--- config.mk ---
export PLATFORM = sky130hd
export DESIGN_NAME = ob_serializer_param_flat
export DESIGN_NICKNAME = d
export VERILOG_FILES = /design/src/rtl/ob_serializer_param_if.sv /design/src/rtl/ob_serializer_param.sv /design/src/flat_wrapper.sv
export SDC_FILE = /design/constraint.sdc
export NUM_CORES = 1
export LEC_CHECK = 0
export ABC_AREA = 1
export CAP_MARGIN = 10
export CELL_PAD_IN_SITES_DETAIL_PLACEMENT = 0
export CELL_PAD_IN_SITES_GLOBAL_PLACEMENT = 1
export CORE_ASPECT_RATIO = 1.5
export CORE_UTILIZATION = 25
export CTS_BUF_LIST = sky130_fd_sc_hd__clkbuf_4 sky130_fd_sc_hd__clkbuf_8
export DETAILED_ROUTE_END_ITERATION = 8
export GPL_TIMING_DRIVEN = 0
export PLACE_DENSITY_LB_ADDON = 0.1
export SLEW_MARGIN = 20
export SYNTH_ARGS = -nofsm -noshare
export SYNTH_HDL_FRONTEND = slang
export SYNTH_SLANG_ARGS = --single-unit
--- constraint.sdc ---
create_clock -name clock -period 3.9 [get_ports clock]
set_input_delay 0.39 -clock clock [delete_from_list [all_inputs] [get_ports clock]]
set_output_delay 0.39 -clock clock [all_outputs]
set_load 0.005 [all_outputs]
--- src/rtl/ob_serializer_param_if.sv ---
// ob_serializer_param_if: packet-in / byte-out bundle for ob_serializer_param.
// ovf_count exists only when OB_OVF_COUNT_EN is defined.
interface ob_serializer_param_if #(
  parameter int PKT_BYTES = 4,
  parameter int BYTE_W    = 8,
  parameter int DEPTH     = 8
);
  localparam int PW = PKT_BYTES * BYTE_W;
  localparam int CW = $clog2(DEPTH + 1);

  logic              pkt_avail;
  logic [PW-1:0]     pkt;
  logic              full;
  logic [CW-1:0]     count;
  logic              read_from_ob;
  logic              ob_ready;
  logic [BYTE_W-1:0] payload_outbound;
  logic              put_outbound;
  logic              busy;
`ifdef OB_OVF_COUNT_EN
  logic [15:0]       ovf_count;
`endif

  modport master (
`ifdef OB_OVF_COUNT_EN
    input  ovf_count,
`endif
    output pkt_avail, pkt, read_from_ob, ob_ready,
    input  full, count, payload_outbound,
    input  put_outbound, busy
  );

  modport slave (
`ifdef OB_OVF_COUNT_EN
    output ovf_count,
`endif
    input  pkt_avail, pkt, read_from_ob, ob_ready,
    output full, count, payload_outbound,
    output put_outbound, busy
  );
endinterface

--- src/rtl/ob_serializer_param.sv ---
// ob_serializer_param: packet FIFO feeding an MSB-byte-first serialiser.
// Define OB_OVF_COUNT_EN to add the saturating dropped-write counter.
module ob_serializer_param #(
  parameter int PKT_BYTES = 4,
  parameter int BYTE_W    = 8,
  parameter int DEPTH     = 8
) (
  input  logic                  clock,
  input  logic                  reset_n,
  ob_serializer_param_if.slave  bus
);
  localparam int PW = PKT_BYTES * BYTE_W;
  localparam int AW = $clog2(DEPTH);
  localparam int CW = $clog2(DEPTH + 1);
  localparam int IW = $clog2(PKT_BYTES);
  localparam logic [IW-1:0] LAST = IW'(PKT_BYTES - 1);
  localparam logic [CW-1:0] FULL_CNT = CW'(DEPTH);

  typedef enum logic [1:0] {IDLE, LOAD, SEND} state_t;

  state_t        state, state_nxt;
  logic [PW-1:0] mem [DEPTH];
  logic [AW-1:0] wr_ptr, rd_ptr;
  logic [CW-1:0] count, count_nxt;
  logic          full;
  logic [PKT_BYTES-1:0][BYTE_W-1:0] stage;
  logic [IW-1:0] idx, idx_nxt, sel;
  logic          push, pop;

  // a full FIFO refuses writes even when a pop frees a slot
  assign push = bus.pkt_avail && !full;
  assign sel  = LAST - idx;
  assign count_nxt = count + CW'(push) - CW'(pop);

  // next-state, byte index and pop decision
  always_comb begin
    state_nxt = state;
    idx_nxt   = idx;
    pop       = 1'b0;
    unique case (state)
      IDLE: begin
        if (count != '0) begin
          pop       = 1'b1;
          state_nxt = LOAD;
        end
      end
      LOAD: begin
        if (bus.read_from_ob) begin
          state_nxt = SEND;
          idx_nxt   = '0;
        end
      end
      SEND: begin
        if (bus.ob_ready) begin
          if (idx == LAST) begin
            idx_nxt = '0;
            if (count != '0) begin
              pop       = 1'b1;
              state_nxt = LOAD;
            end else begin
              state_nxt = IDLE;
            end
          end else begin
            idx_nxt = idx + IW'(1);
          end
        end
      end
      default: state_nxt = IDLE;
    endcase
  end

  // state, pointers, occupancy and staging register
  always_ff @(posedge clock) begin
    if (!reset_n) begin
      state  <= IDLE;
      idx    <= '0;
      wr_ptr <= '0;
      rd_ptr <= '0;
      count  <= '0;
      full   <= 1'b0;
      stage  <= '0;
    end else begin
      state <= state_nxt;
      idx   <= idx_nxt;
      count <= count_nxt;
      full  <= (count_nxt == FULL_CNT);
      if (push) wr_ptr <= wr_ptr + AW'(1);
      if (pop) begin
        rd_ptr <= rd_ptr + AW'(1);
        stage  <= mem[rd_ptr];
      end
    end
  end

  // packet storage, no reset needed: pointers define validity
  always_ff @(posedge clock) begin
    if (reset_n && push) mem[wr_ptr] <= bus.pkt;
  end

`ifdef OB_OVF_COUNT_EN
  logic [15:0] ovf_count;

  // dropped-write counter, saturating
  always_ff @(posedge clock) begin
    if (!reset_n) begin
      ovf_count <= '0;
    end else if (bus.pkt_avail && full && ovf_count != 16'hFFFF) begin
      ovf_count <= ovf_count + 16'd1;
    end
  end

  assign bus.ovf_count = ovf_count;
`endif

  assign bus.full  = full;
  assign bus.count = count;
  assign bus.busy  = (state != IDLE);
  assign bus.put_outbound = (state == SEND);
  assign bus.payload_outbound =
    (state == SEND) ? stage[sel] : '0;
endmodule
--- src/flat_wrapper.sv ---
// flat-port wrapper written by rule: the top's interface ports become plain ports
module ob_serializer_param_flat 
#(
  parameter int PKT_BYTES = 4,
  parameter int BYTE_W    = 8,
  parameter int DEPTH     = 8
)
  (clock, reset_n, bus_pkt_avail, bus_pkt, bus_read_from_ob, bus_ob_ready, bus_full, bus_count, bus_payload_outbound, bus_put_outbound, bus_busy);
  ob_serializer_param_if #(.PKT_BYTES(PKT_BYTES), .BYTE_W(BYTE_W), .DEPTH(DEPTH)) bus_i ();
  input  logic clock;
  input  logic reset_n;
  input wire logic [$bits(bus_i.pkt_avail)-1:0] bus_pkt_avail;
  input wire logic [$bits(bus_i.pkt)-1:0] bus_pkt;
  input wire logic [$bits(bus_i.read_from_ob)-1:0] bus_read_from_ob;
  input wire logic [$bits(bus_i.ob_ready)-1:0] bus_ob_ready;
  output wire logic [$bits(bus_i.full)-1:0] bus_full;
  output wire logic [$bits(bus_i.count)-1:0] bus_count;
  output wire logic [$bits(bus_i.payload_outbound)-1:0] bus_payload_outbound;
  output wire logic [$bits(bus_i.put_outbound)-1:0] bus_put_outbound;
  output wire logic [$bits(bus_i.busy)-1:0] bus_busy;
  assign bus_i.pkt_avail = bus_pkt_avail;
  assign bus_i.pkt = bus_pkt;
  assign bus_i.read_from_ob = bus_read_from_ob;
  assign bus_i.ob_ready = bus_ob_ready;
  assign bus_full = bus_i.full;
  assign bus_count = bus_i.count;
  assign bus_payload_outbound = bus_i.payload_outbound;
  assign bus_put_outbound = bus_i.put_outbound;
  assign bus_busy = bus_i.busy;
  ob_serializer_param #(.PKT_BYTES(PKT_BYTES), .BYTE_W(BYTE_W), .DEPTH(DEPTH)) u_core (.clock(clock), .reset_n(reset_n), .bus(bus_i));
endmodule
==> metrics.cfg, run 1 <==
[clock_tree]
cts_buffers=51
cts.sinks=303
htree_levels=2
clk_pin_slew_ns=0.07
cts-root-buf=clkbuf_8
clk_latency_ns=0.62
cts_tree=done
post_cts_buffers=0
cts_resized=0
hold_buffers=0
clockBufferDepth=3

[setup_path]
slowest_delay_ns=0.58
path_cells=buf_2 -> inv_1 -> buf_2 -> a21oi_1 -> o21ai_0 -> a21oi_1 -> clkdlybuf4s50_1
endpoint_kind=output port
rr_startpoint=u_core.bus.count[2]
critPathArrivalTime_ns=2.67
ff2ff_setup_slack_ns=1.09
cp_slowest_cell=clkdlybuf4s50_1
critPathKind=flop to output port
worst_r2r_endpoint=u_core.bus.full
required_ns=3.51
reg2reg_depth=14
path_max_fanout=10
cp-start-kind=flop

[pwr]
p_per_area_nw_per_um2=626
total_power_mw=10.0
leakagePower_nw=6.91
vdd.ir_drop.worst_v=0.000228

[die]
placement_rows=102
die_area_um2=53700
initial_utilization_pct=25.5
fp.coreArea_um2=51800
die_h_um=283
die_w_um=190
io_pins=52

[yosys]
seq_area_frac_synth_pct=65.4
ys_warn_count=0
synthCells=1375
synth_compound_area_share_pct=3.38
synth-seq-cells=303
avgSynthCellArea_um2=9.59
synth_top_family_by_area=simple AND/OR/NAND/NOR gates
synthAdderAreaFrac_pct=0.911
synth.distinct_cells=21
netlist_area_um2=13200
syn-num-nets=1421
yosys.area_share.xor_xnor_pct=0.133
synthMuxAreaShare_pct=0
synthSimpleGateAreaFrac_pct=18.7

[route]
drtPass1Iterations=4
via_count=9055
postRouteAntennaNets=0
drc=0
avgRoutedWirePerCell_um=18.7
wl_mm=41.7
viasPerCell=4.07
drtIter0Drc=434

[cells_and_area]
drive_gt1_share_pct=10.9
fin_util_pct=30.8
fillers=5536
synthToLayoutAreaGrowth_pct=21.0
finish.net_count=1554

[sta]
rsz0062_at_grt=no
fin_ws_ns=0.839
tightest_slew_ns=1.10
fin_worst_skew_ns=0.0248
setup_violations=0
fmax_mhz=327
finalSetupTns_ns=0
slew_headroom_pct=26.7
report.final.slew_viol_count=0
hold_viol_final=0
fin_crit_sh_pct=78.5
period_needed_ns=3.06

[global_routing]
grtUsageTotal_pct=15.9
grt_pass1_wl_mm=61.5
antenna_found_initial=2
grt_pass1_vias=9314
grt-ovfl-total=0
grt_max_degree=18

[run_status]
status=finished clean

[placed_design]
finalWeightedCongestion=0.754
portBuffers=50
pre_cts_slack_ns=0.805
dp_hpwl_mm=28.7

[min_path]
hold_depth=3
min-delay-path-class=input port to flop
whs_endpoint=u_core.bus.count[1]
hold_start=reset_n

[job]
cap_violations=0

power breakdown:
group,internal [mW],switching [mW]
clock network,1.54,1.36
logic,0.963,2.22
registers,3.81,0.109
layer usage:
| layer | GRT usage [%] | wire length, um |
|---|---|---|
| met1 | 18.6 | 17300 |
| met2 | 29.2 | 21900 |
| met3 | 2.39 | 1410 |
| met4 | 5.30 | 1070 |
| met5 | 0 | 14 |
cell usage in the layout (no fill, tap or decap):
cell type | netlist | final
nand2_1 | 369 | 369
buf_12 | 0 | 6
a21oi_1 | 65 | 65
buf_6 | 0 | 6
nand3_2 | 1 | 1
clkinv_1 | 1 | 12
edfxtp_1 | 256 | 256
clkdlybuf4s50_1 | 0 | 50
buf_2 | 47 | 47
clkbuf_4 | 0 | 8
nor2_1 | 11 | 7
inv_2 | 1 | 1
buf_4 | 0 | 16
bufinv_16 | 0 | 3
nor3_2 | 0 | 4
clkbuf_8 | 0 | 53
clkinv_2 | 0 | 12
xor2_1 | 2 | 2
diode_2 | 0 | 1
ha_1 | 8 | 8
clkbuf_1 | 17 | 17
nor3_1 | 5 | 1
nor2_4 | 0 | 4
buf_16 | 0 | 2
nand3_1 | 198 | 198
nand2_2 | 1 | 1
o21ai_0 | 24 | 24
nand4_1 | 1 | 1
dfxtp_1 | 47 | 47
buf_1 | 1 | 1
clkinvlp_4 | 0 | 4
inv_1 | 318 | 318
fa_1 | 1 | 1
nand3b_1 | 1 | 1
flip-flops by register name (all words and copies together), names as in the netlist:
register	count
u_core.rd_ptr	3
u_core.idx	2
u_core.state	2
u_core.stage	32
u_core.bus.count	4
u_core.mem	256
u_core.bus.full	1
u_core.wr_ptr	3
Yosys cell counts, drive strengths merged:
cell	n	area (um^2)
nand2	370	1390
inv	319	1200
edfxtp	256	7690
nand3	199	1000
a21oi	65	325
buf	48	239
dfxtp	47	941
o21ai	24	120
clkbuf	17	63.8
nor2	11	41.3
ha	8	100
nor3	5	25.0
xor2	2	17.5
clkinv	1	3.75
fa	1	20.0
nand3b	1	7.51
nand4	1	6.26
per-stage QoR:
| step | hold WS (ns) | cell area, um^2 | std cells |
|---|---|---|---|
| after floorplan | 0.488 | 13200 | 1375 |
| final | 0.329 | 16000 | 2223 |
| after detailed placement | 0.510 | 14900 | 2131 |
| after CTS | 0.278 | 16000 | 2222 |
| after global placement | 0.505 | 14500 | 2101 |
| after global routing | 0.353 | 16000 | 2223 |
how the worst max path moves through the flow:
stage	from	end	slack [ns]
finish	u_core.idx[0]	bus_payload_outbound[6]	0.84
CTS	u_core.idx[0]	bus_payload_outbound[6]	0.73
global route	u_core.idx[0]	bus_payload_outbound[6]	0.68
floorplan	reset_n	u_core.mem[0][0]	0.37
detailed placement	bus_ob_ready	u_core.bus.full	0.80
global placement	bus_pkt_avail	u_core.mem[4][26]	-3.77
critical path: cells and delay by family, from the launching register on:
kind | cells | cell delay (ns)
buffers and inverters | 4 | 1.14
AO/OA/AOI/OAI | 3 | 0.58
flip-flops | 1 | 0.34
final cells by class:
class / count / area (um^2) / share of cell area, %
Antenna cell: 1 / 2.50 / 0.0157
Buffer: 65 / 303 / 1.90
Clock buffer: 61 / 790 / 4.95
Clock inverter: 30 / 221 / 1.39
Inverter: 320 / 1200 / 7.53
Multi-Input combinational cell: 687 / 3110 / 19.5
Sequential cell: 303 / 8630 / 54.1
Tap cell: 676 / 846 / 5.30
Timing Repair Buffer: 80 / 863 / 5.41
kinds of logic after synthesis:
kind of cell	after synthesis
and+or+nand+nor	587
buffers and inverters	385
AOI/OAI and AO/OA	89
DFF	303
adders and majority gates	9
xor gates and xnor gates	2
No activity file was read; power rests on OpenSTA's default activity.
==> inputs of run 2 (changes only) <==
Clock period 3.9 ns to 3 ns, I/O delays scaled along.
==> metrics.cfg, run 2 (synthesis gave the netlist of run 1 again) <==
[cells_and_area]
largest_register_ffs=256
final_common_cell=nand2_1
top_regs=u_core.mem (256), u_core.stage (32), u_core.bus.count (4)
synthToLayoutAreaGrowth_pct=21.1
finish.net_count=1554
fin_util_pct=30.8
max_flop_register=u_core.mem
drive_gt1_share_pct=11.2
final_cell_mix=nand2_1 (369), inv_1 (317), edfxtp_1 (256)

[die]
die_h_um=283
initial_utilization_pct=25.5
io_pins=52
fp.coreArea_um2=51800
die_w_um=190
die_area_um2=53700
placement_rows=102

[setup_path]
path_cells=buf_2 -> inv_2 -> buf_2 -> a21oi_1 -> o21ai_0 -> a21oi_2 -> clkdlybuf4s50_1
critPathKind=flop to output port
ff2ff_setup_slack_ns=0.23
required_ns=2.70
setup.worst_path.start=u_core.idx[0]
crit_top_cell=buf_2
endpoint_kind=output port
slowest_delay_ns=0.55
cp-start-kind=flop
cp_num_buf_inv=4
critPathArrivalTime_ns=2.53
path_max_fanout=10
rr_startpoint=u_core.bus.count[2]
cp_slowest_cell=clkdlybuf4s50_1
worst_r2r_endpoint=u_core.bus.full
critical_path.top_delay_family=buffers and inverters
reg2reg_depth=14

[route]
wl_mm=41.7
viasPerCell=4.08
via_count=9066
drtPass1Iterations=4
avgRoutedWirePerCell_um=18.7
drtIter0Drc=434
postRouteAntennaNets=0
drc=0

[sta]
hold_viol_final=0
rsz0062_at_grt=no
slew_headroom_pct=25.5
setup_violations=0
fmax_mhz=354
fin_worst_skew_ns=0.0257
report.final.slew_viol_count=0
fin_crit_sh_pct=94.2
tightest_slew_ns=1.12
finalSetupTns_ns=0
fin_ws_ns=0.173
period_needed_ns=2.83

[clock_tree]
clockBufferDepth=3
hold_buffers=0
cts_buffers=51
clk_latency_ns=0.62
clk_pin_slew_ns=0.07
htree_levels=2
cts-root-buf=clkbuf_8
post_cts_buffers=0
cts.sinks=303
cts_tree=done

[pwr]
p_per_area_nw_per_um2=814
vdd.ir_drop.worst_v=0.000297
leakagePower_nw=6.91
total_power_mw=13.0

[placed_design]
pre_cts_slack_ns=-0.00524
portBuffers=50
finalWeightedCongestion=0.754
dp_hpwl_mm=28.7

[min_path]
min-delay-path-class=input port to flop
hold_depth=3
whs_endpoint=u_core.bus.count[1]
hold_start=reset_n

[global_routing]
antenna_found_initial=2
grt-ovfl-total=0
grt_pass1_vias=9316
grtUsageTotal_pct=15.9
grt_pass1_wl_mm=61.5
grt_max_degree=18

[run_status]
status=finished clean

[job]
cap_violations=0

run 2: worst max-delay path by stage:
| stage | end | slack (ns) | depth (start not counted) |
|---|---|---|---|
| after floorplan | u_core.mem[0][0] | -0.44 | 5 |
| after global placement | u_core.mem[4][26] | -4.58 | 7 |
| after detailed placement | u_core.bus.full | -0.005 | 14 |
| after CTS | bus_payload_outbound[4] | 0.01 | 5 |
| after global routing | bus_payload_outbound[6] | 0.01 | 7 |
| final | bus_payload_outbound[6] | 0.17 | 7 |
run 2: area by class of cell:
cell class | count | area, um^2
inverters | 320 | 1200
repair buffers | 80 | 863
diodes | 1 | 2.50
flip-flops and latches | 303 | 8630
well taps | 676 | 846
fillers | 5536 | 35800
clock buffers | 61 | 790
plain buffers | 65 | 307
clock inverters | 30 | 221
multi-input cells | 687 | 3110
run 2: where the power goes:
group | internal (mW) | switching [mW] | leakage (nW)
Clock | 2.00 | 1.77 | 0.525
Sequential | 4.95 | 0.141 | 2.70
Combinational | 1.26 | 2.89 | 3.69
run 2: repair_timing:
action,in CTS,in global routing
pin swaps,0,1
cloned,0,0
endpoints found under the setup margin,1,8
resized for setup,1,6
run 2: per-stage QoR:
step,area (um^2),std cells,hold slack (ns)
final,16000,2223,0.239
after global routing,16000,2223,0.263
after CTS,16000,2222,0.188
after detailed placement,14900,2131,0.510
after global placement,14500,2101,0.505
after floorplan,13200,1375,0.399
run 2: routing by layer:
| metal | up-vias | global-route usage (%) | routed length [um] |
|---|---|---|---|
| met5 | - | 0 | 14 |
| met4 | 2 | 5.30 | 1070 |
| met3 | 64 | 2.39 | 1330 |
| met2 | 128 | 29.2 | 21900 |
| met1 | 4254 | 18.6 | 17400 |
| li1 | 4618 | - | - |
run 2: worst min-delay path: stages:
cell,delay (ns)
clkbuf_1,0.15
inv_1,0.28
nor2_1,0.06
